`src/rtl/iter_fixed_point_sqrt.sv`:
```
// Iterative signed fixed-point square root.
// Restoring digit-by-digit: resolves BPC root bits per cycle, MSB first, then
// resizes the WRI.WIF magnitude to WOI.WOF with optional rounding and saturation.
// One operation in flight; valid/ready handshake on both sides.
//
// state  | meaning
// -------+-------------------------------------------------------------
// IDLE   | i_ready=1, waiting for an operand
// CALC   | resolving root bits, BPC per cycle, cnt counts down from C
// RESIZE | one cycle: round, reapply sign, saturate, register result
// DONE   | o_valid=1, result held until o_ready
module iter_fixed_point_sqrt #(
   parameter int WII      = 8,
   parameter int WIF      = 8,
   parameter int WOI      = 8,
   parameter int WOF      = 8,
   parameter int ROUND    = 1,
   parameter int BPC      = 1,
   parameter int NEG_MODE = 0
) (
   input  logic                 clk,
   input  logic                 rst,
   input  logic                 i_valid,
   output logic                 i_ready,
   input  logic [WII+WIF-1:0]   in,
   output logic                 o_valid,
   input  logic                 o_ready,
   output logic [WOI+WOF-1:0]   out,
   output logic                 overflow,
   output logic                 neg_err
);

   // Integer part widened to an even bit count so root bits pair with radicand bit pairs.
   localparam int WTI = WII + (WII % 2);
   localparam int WRI = WTI / 2;
   localparam int N   = WRI + WIF;
   localparam int C   = (N + BPC - 1) / BPC;
   localparam int WM  = WTI + WIF;
   // Radicand carries WIF extra fraction bits so the integer root has WIF fraction bits.
   localparam int WQ  = 2 * N;
   localparam int WO  = WOI + WOF;
   localparam int CW  = $clog2(C + 1);
   localparam int RW  = $clog2(N + 1);
   localparam int SHL = (WOF >= WIF) ? (WOF - WIF) : 0;
   localparam int SHR = (WIF > WOF) ? (WIF - WOF) : 0;
   localparam int RND = (ROUND != 0 && SHR > 0) ? (1 << ((SHR > 0) ? SHR - 1 : 0)) : 0;
   localparam int WX  = (((N + SHL) > WO) ? (N + SHL) : WO) + 2;

   typedef enum logic [1:0] {IDLE, CALC, RESIZE, DONE} state_t;

   state_t          state;
   logic            sign_q;
   logic            neg_q;
   logic [WQ-1:0]   rad;
   logic [N-1:0]    root;
   logic [WQ-1:0]   sq;
   logic [CW-1:0]   cnt;
   logic [RW-1:0]   rem;

   logic [WM-1:0]   in_sx;
   logic [WM-1:0]   mag;

   logic [N-1:0]    root_n;
   logic [WQ-1:0]   sq_n;
   logic [WQ-1:0]   trial;
   logic [RW-1:0]   rem_n;

   logic [WX-1:0]   mag_w;
   logic [WX-1:0]   mag_o;
   logic [WX-1:0]   lim_pos;
   logic [WX-1:0]   lim_neg;
   logic [WO-1:0]   res;
   logic            ovf;
   logic            neg;

   // Magnitude of the operand; the widened width keeps the most negative value from wrapping.
   assign in_sx = WM'($signed(in));
   assign mag   = in[WII+WIF-1] ? (WM'(0) - in_sx) : in_sx;

   // One CALC cycle: test up to BPC bits, MSB first; rem is the count of untested bits.
   always_comb begin
      root_n = root;
      sq_n   = sq;
      rem_n  = rem;
      trial  = '0;
      for (int k = 0; k < BPC; k++) begin
         if (rem_n != '0) begin
            trial = sq_n + (WQ'(root_n) << rem_n) + (WQ'(1) << (2 * (int'(rem_n) - 1)));
            if (rad != '0 && trial <= rad) begin
               root_n = root_n | (N'(1) << (rem_n - RW'(1)));
               sq_n   = trial;
            end
            rem_n = rem_n - RW'(1);
         end
      end
   end

   // Resize magnitude to the output format, round, reapply sign, saturate.
   always_comb begin
      mag_w   = WX'(root);
      mag_o   = ((mag_w << SHL) + WX'(RND)) >> SHR;
      lim_neg = WX'(1) << (WO - 1);
      lim_pos = lim_neg - WX'(1);
      neg     = sign_q && (NEG_MODE == 0);
      ovf     = 1'b0;
      res     = '0;
      if (neg) begin
         if (mag_o > lim_neg) begin
            res = {1'b1, {(WO-1){1'b0}}};
            ovf = 1'b1;
         end else begin
            res = WO'(WX'(0) - mag_o);
         end
      end else begin
         if (mag_o > lim_pos) begin
            res = {1'b0, {(WO-1){1'b1}}};
            ovf = 1'b1;
         end else begin
            res = WO'(mag_o);
         end
      end
   end

   // Control FSM and datapath registers.
   always_ff @(posedge clk) begin
      if (rst) begin
         state    <= IDLE;
         i_ready  <= 1'b1;
         o_valid  <= 1'b0;
         out      <= '0;
         overflow <= 1'b0;
         neg_err  <= 1'b0;
         sign_q   <= 1'b0;
         neg_q    <= 1'b0;
         rad      <= '0;
         root     <= '0;
         sq       <= '0;
         cnt      <= '0;
         rem      <= '0;
      end else begin
         case (state)
            IDLE: begin
               if (i_valid) begin
                  sign_q  <= in[WII+WIF-1];
                  rad     <= {mag, {WIF{1'b0}}};
                  root    <= '0;
                  sq      <= '0;
                  cnt     <= CW'(C);
                  rem     <= RW'(N);
                  i_ready <= 1'b0;
                  // With NEG_MODE set a negative operand has no root; root stays 0.
                  if (NEG_MODE != 0 && in[WII+WIF-1]) begin
                     neg_q <= 1'b1;
                     state <= RESIZE;
                  end else begin
                     neg_q <= 1'b0;
                     state <= CALC;
                  end
               end
            end
            CALC: begin
               root <= root_n;
               sq   <= sq_n;
               rem  <= rem_n;
               cnt  <= cnt - CW'(1);
               if (cnt == CW'(1)) begin
                  state <= RESIZE;
               end
            end
            RESIZE: begin
               out      <= res;
               overflow <= ovf;
               neg_err  <= neg_q;
               o_valid  <= 1'b1;
               state    <= DONE;
            end
            DONE: begin
               if (o_ready) begin
                  o_valid <= 1'b0;
                  i_ready <= 1'b1;
                  state   <= IDLE;
               end
            end
            default: state <= IDLE;
         endcase
      end
   end

endmodule
```
`config.mk`:
```
export PLATFORM = sky130hd
export DESIGN_NAME = iter_fixed_point_sqrt
export DESIGN_NICKNAME = d
export VERILOG_FILES = /design/src/rtl/iter_fixed_point_sqrt.sv
export SDC_FILE = /design/constraint.sdc
export NUM_CORES = 1
export LEC_CHECK = 0
export BUFFER_PORTS_ARGS = -buffer_cell sky130_fd_sc_hd__buf_2
export CAP_MARGIN = 20
export CORE_MARGIN = 1.5
export CORE_UTILIZATION = 56
export CTS_CLUSTER_SIZE = 20
export DETAILED_ROUTE_END_ITERATION = 6
export PLACE_DENSITY = 0.77
export SYNTH_ARGS = -nofsm -noshare
export SYNTH_HDL_FRONTEND = slang
export SYNTH_SLANG_ARGS = --single-unit
```
`constraint.sdc`:
```
create_clock -name clk -period 6.35 [get_ports clk]
set_input_delay 0.635 -clock clk [delete_from_list [all_inputs] [get_ports clk]]
set_output_delay 0.635 -clock clk [all_outputs]
set_load 0.03 [all_outputs]
```
==> key figures <==
Outcome
  • Outcome: completed

STA
  • Fmax: 0.162 GHz
  • Layout Skew: 8.46 ps
  • Final hold violations: 0
  • Slew headroom: 40.1%
  • Final setup violation count: 0
  • Fin crit share: 97.3%
  • Fin Hold WS: 479 ps
  • Final Worst Setup Slack: 174 ps
  • Slew @ Worst Pin: 898 ps
  • Setup TNS Final: 0 ps
  • Final slew viol count: 0
  • Min cycle time layout: 6180 ps

Placed design
  • Placed cell count: 980
  • Dpl ws: -96.1 ps
  • Routability cong.: 0.944
  • Placed Area: 6770 um^2
  • Number of port buffers: 37
  • Post-DP HPWL: 12.8 mm

Floorplanning
  • Die Y: 109 um
  • Core region area: 10900 um^2
  • Die span in x: 109 um
  • Top Ports: 40
  • Cell row count: 38
  • Initial core utilization: 57.9%
  • Die footprint: 11900 um^2

Worst setup path
  • Levels on crit path: 24
  • CP peak stage delay: 530 ps
  • Biggest fanout along the worst timing path: 8
  • Reg2Reg Setup Slack: 170 ps
  • Critical path type: reg2reg
  • Crit path required time: 6630 ps
  • FF-to-FF End: root[8]
  • Cell Chain, Critical Path: mux2i_1 > a21oi_2 > mux2i_1 > or2_2 > fa_1 > inv_1 > ha_2 > nor2_1 > or3_1 > o31ai_4 > a31o_4 > nand3_1 > a311oi_2 > xnor2_1 > ha_1 > nand4_1 > nor4_2 > or3b_1 > or4_4 > a21oi_4 > and3_4 > buf_6 > nand4_1 > a21oi_2
  • Crit path max-delay cell type: fa_1
  • Crit-path leading delay family: simple AND/OR/NAND/NOR gates
  • Data arrival time of the worst path: 6460 ps
  • Register-to-Register Path Depth: 24
  • WP buf/inv: 2
  • Critical Path Sink Type: flop
  • Critical Path Start Type: flop
  • Worst r2r src: root[6]

Synthesis
  • Yosys warnings: 0
  • Post-synthesis cell count: 810
  • Synth Flop Type: dfxtp_1
  • Syn_area_per_cell: 7.81 um^2
  • EDFF count, synth: 0
  • Sequential share of the synthesized area: 24.7%
  • Synth area leader: dfxtp_1
  • Top post-synthesis cells by area: dfxtp_1 (25%), ha_1 (12%), nand2_1 (5.1%)
  • Fraction of registers with async set/reset: 0%
  • Mapped cell area: 6330 um^2
  • #FFs+latches synth: 78
  • Synth top area share: 24.7%
  • Commonest cells in the netlist: nand2_1 (86), dfxtp_1 (78), nor2_1 (75)
  • Count leader, synth: nand2_1
  • Netlist cell types: 66

Clock tree
  • # hold bufs at CTS: 0
  • Total clock sinks: 78
  • CTS H-tree lvls: 3
  • Clk root buf: clkbuf_16
  • Clock Tree Buf Depth: 2
  • CTS buffer count: 9
  • Clk slew on worst S/H paths: 60 ps
  • Worst-Skew Late Latency: 350 ps
  • CTS tree: yes

Hold path
  • Hold Path End: cnt[3]
  • Hold Startpoint: cnt[3]
  • Cells on Worst Hold Path: 1
  • HP Class: reg2reg

Global routing
  • Initial antenna violation count: 0
  • Total GRT Usage: 29.7%
  • First-pass GRT wire length: 27.5 mm
  • Largest net degree at the start of global routing: 62
  • Vias in the first global route: 5795
  • Gr ovfl total: 0

Routing
  • Drc violations: 0
  • Avg WL per Cell: 17.4 um
  • Initial DRT Pass Iterations: 7
  • Via count: 6135
  • Vias/cell: 6.10
  • Routed Antenna Nets: 0
  • First DRT Iteration DRCs: 549
  • Final wirelength: 17.4 mm

Layout
  • Area Overhead vs Synth: 17.1%
  • Ant diodes: 0
  • Fin util: 67.8%
  • Share of cells above drive strength 1: 17.0%
  • Post-layout nets: 955
  • Design area: 7410 um^2
  • Non-Filler Instances: 1005

Power
  • Pwr Density: 387 nW/um^2
  • Peak supply drop: 277 uV
  • P_leak: 3.32 nW
  • Design Power: 2.87 mW

Run
  • Max cap viols: 0
-- logic make-up (layout without fill, tap and decap cells) --
kind of cell	after synthesis	after routing	synth area share (%)
mux	18	18	2.93
fa+ha+maj	75	75	16.4
xor+xnor	45	45	6.23
flops	78	78	24.7
buf+inv	115	168	7.55
compound gates	208	208	21.8
other cells	1	2	0.0592
simple gates	270	271	20.4
-- power by group --
group	switching, mW	internal [mW]
sequential	0.0743	0.577
combinational	0.992	0.581
clock	0.212	0.436
total	1.28	1.59
-- per-layer routing --
metal	share of wire, %	vias up	GRT usage (%)
met3	5.9	47	4.98
met2	49	270	50.8
li1	-	2947	-
met1	42	2871	37.0
met4	3.4	0	12.5
met5	0	-	0
-- layout by cell type, fill, tap and decap left out, types with 8 or more instances in the layout --
master      n
nor4_1      9
a211oi_1   29
mux2i_1    14
fa_1       13
xnor2_1    21
nor2b_1    12
inv_1      68
xor2_1     24
dfxtp_1    76
nand4_1    15
nor3_1     11
a21oi_1    50
a22o_1     11
nor2_1     74
nand3_1    13
o21ai_0    32
buf_4      39
ha_1       57
a22oi_1     8
nand2b_1    9
clkbuf_16   9
buf_2      38
nand2_1    85
-- final cells by class --
| cell class | count | area [um^2] |
|---|---|---|
| clock buffers | 11 | 243 |
| inverters | 69 | 259 |
| repair buffers | 83 | 567 |
| flip-flops and latches | 78 | 1570 |
| fillers | 913 | 3520 |
| multi-input cells | 619 | 4480 |
| well taps | 140 | 175 |
| clock inverters | 5 | 129 |
-- worst max-delay path by stage --
stage	start	end
2_1_floorplan	rem[0]	sq[11]
3_3_place_gp	rem[1]	root[8]
3_5_place_dp	rem[1]	sq[11]
4_1_cts	rem[1]	root[8]
5_1_grt	root[6]	sq[14]
6_report	root[6]	root[8]
-- flip-flops by register name (all words and copies together), names as in the netlist --
register	count
neg	1
out	13
rad	16
state	2
cnt	4
rem	4
o_valid	1
sq	24
i_ready	1
root	12
-- worst reg2reg max path: stages, from the launching register on --
cell and delay, ps:
dfxtp_1 500, mux2i_1 190, a21oi_2 190, mux2i_1 110, or2_2 320, fa_1 530, inv_1 50, ha_2 310
nor2_1 60, or3_1 410, o31ai_4 240, a31o_4 230, nand3_1 130, a311oi_2 300, xnor2_1 150, ha_1 310
nand4_1 150, nor4_2 250, or3b_1 380, or4_4 440, a21oi_4 190, and3_4 250, buf_6 140, nand4_1 130
a21oi_2 170
-- what timing repair did --
action	4_1_cts	5_1_grt
gates resized for setup	10	41
gates cloned	0	2
pin swaps	4	22
setup buffers	0	6
endpoints found under the setup margin	32	36
No activity file was read; power rests on OpenSTA's default activity.
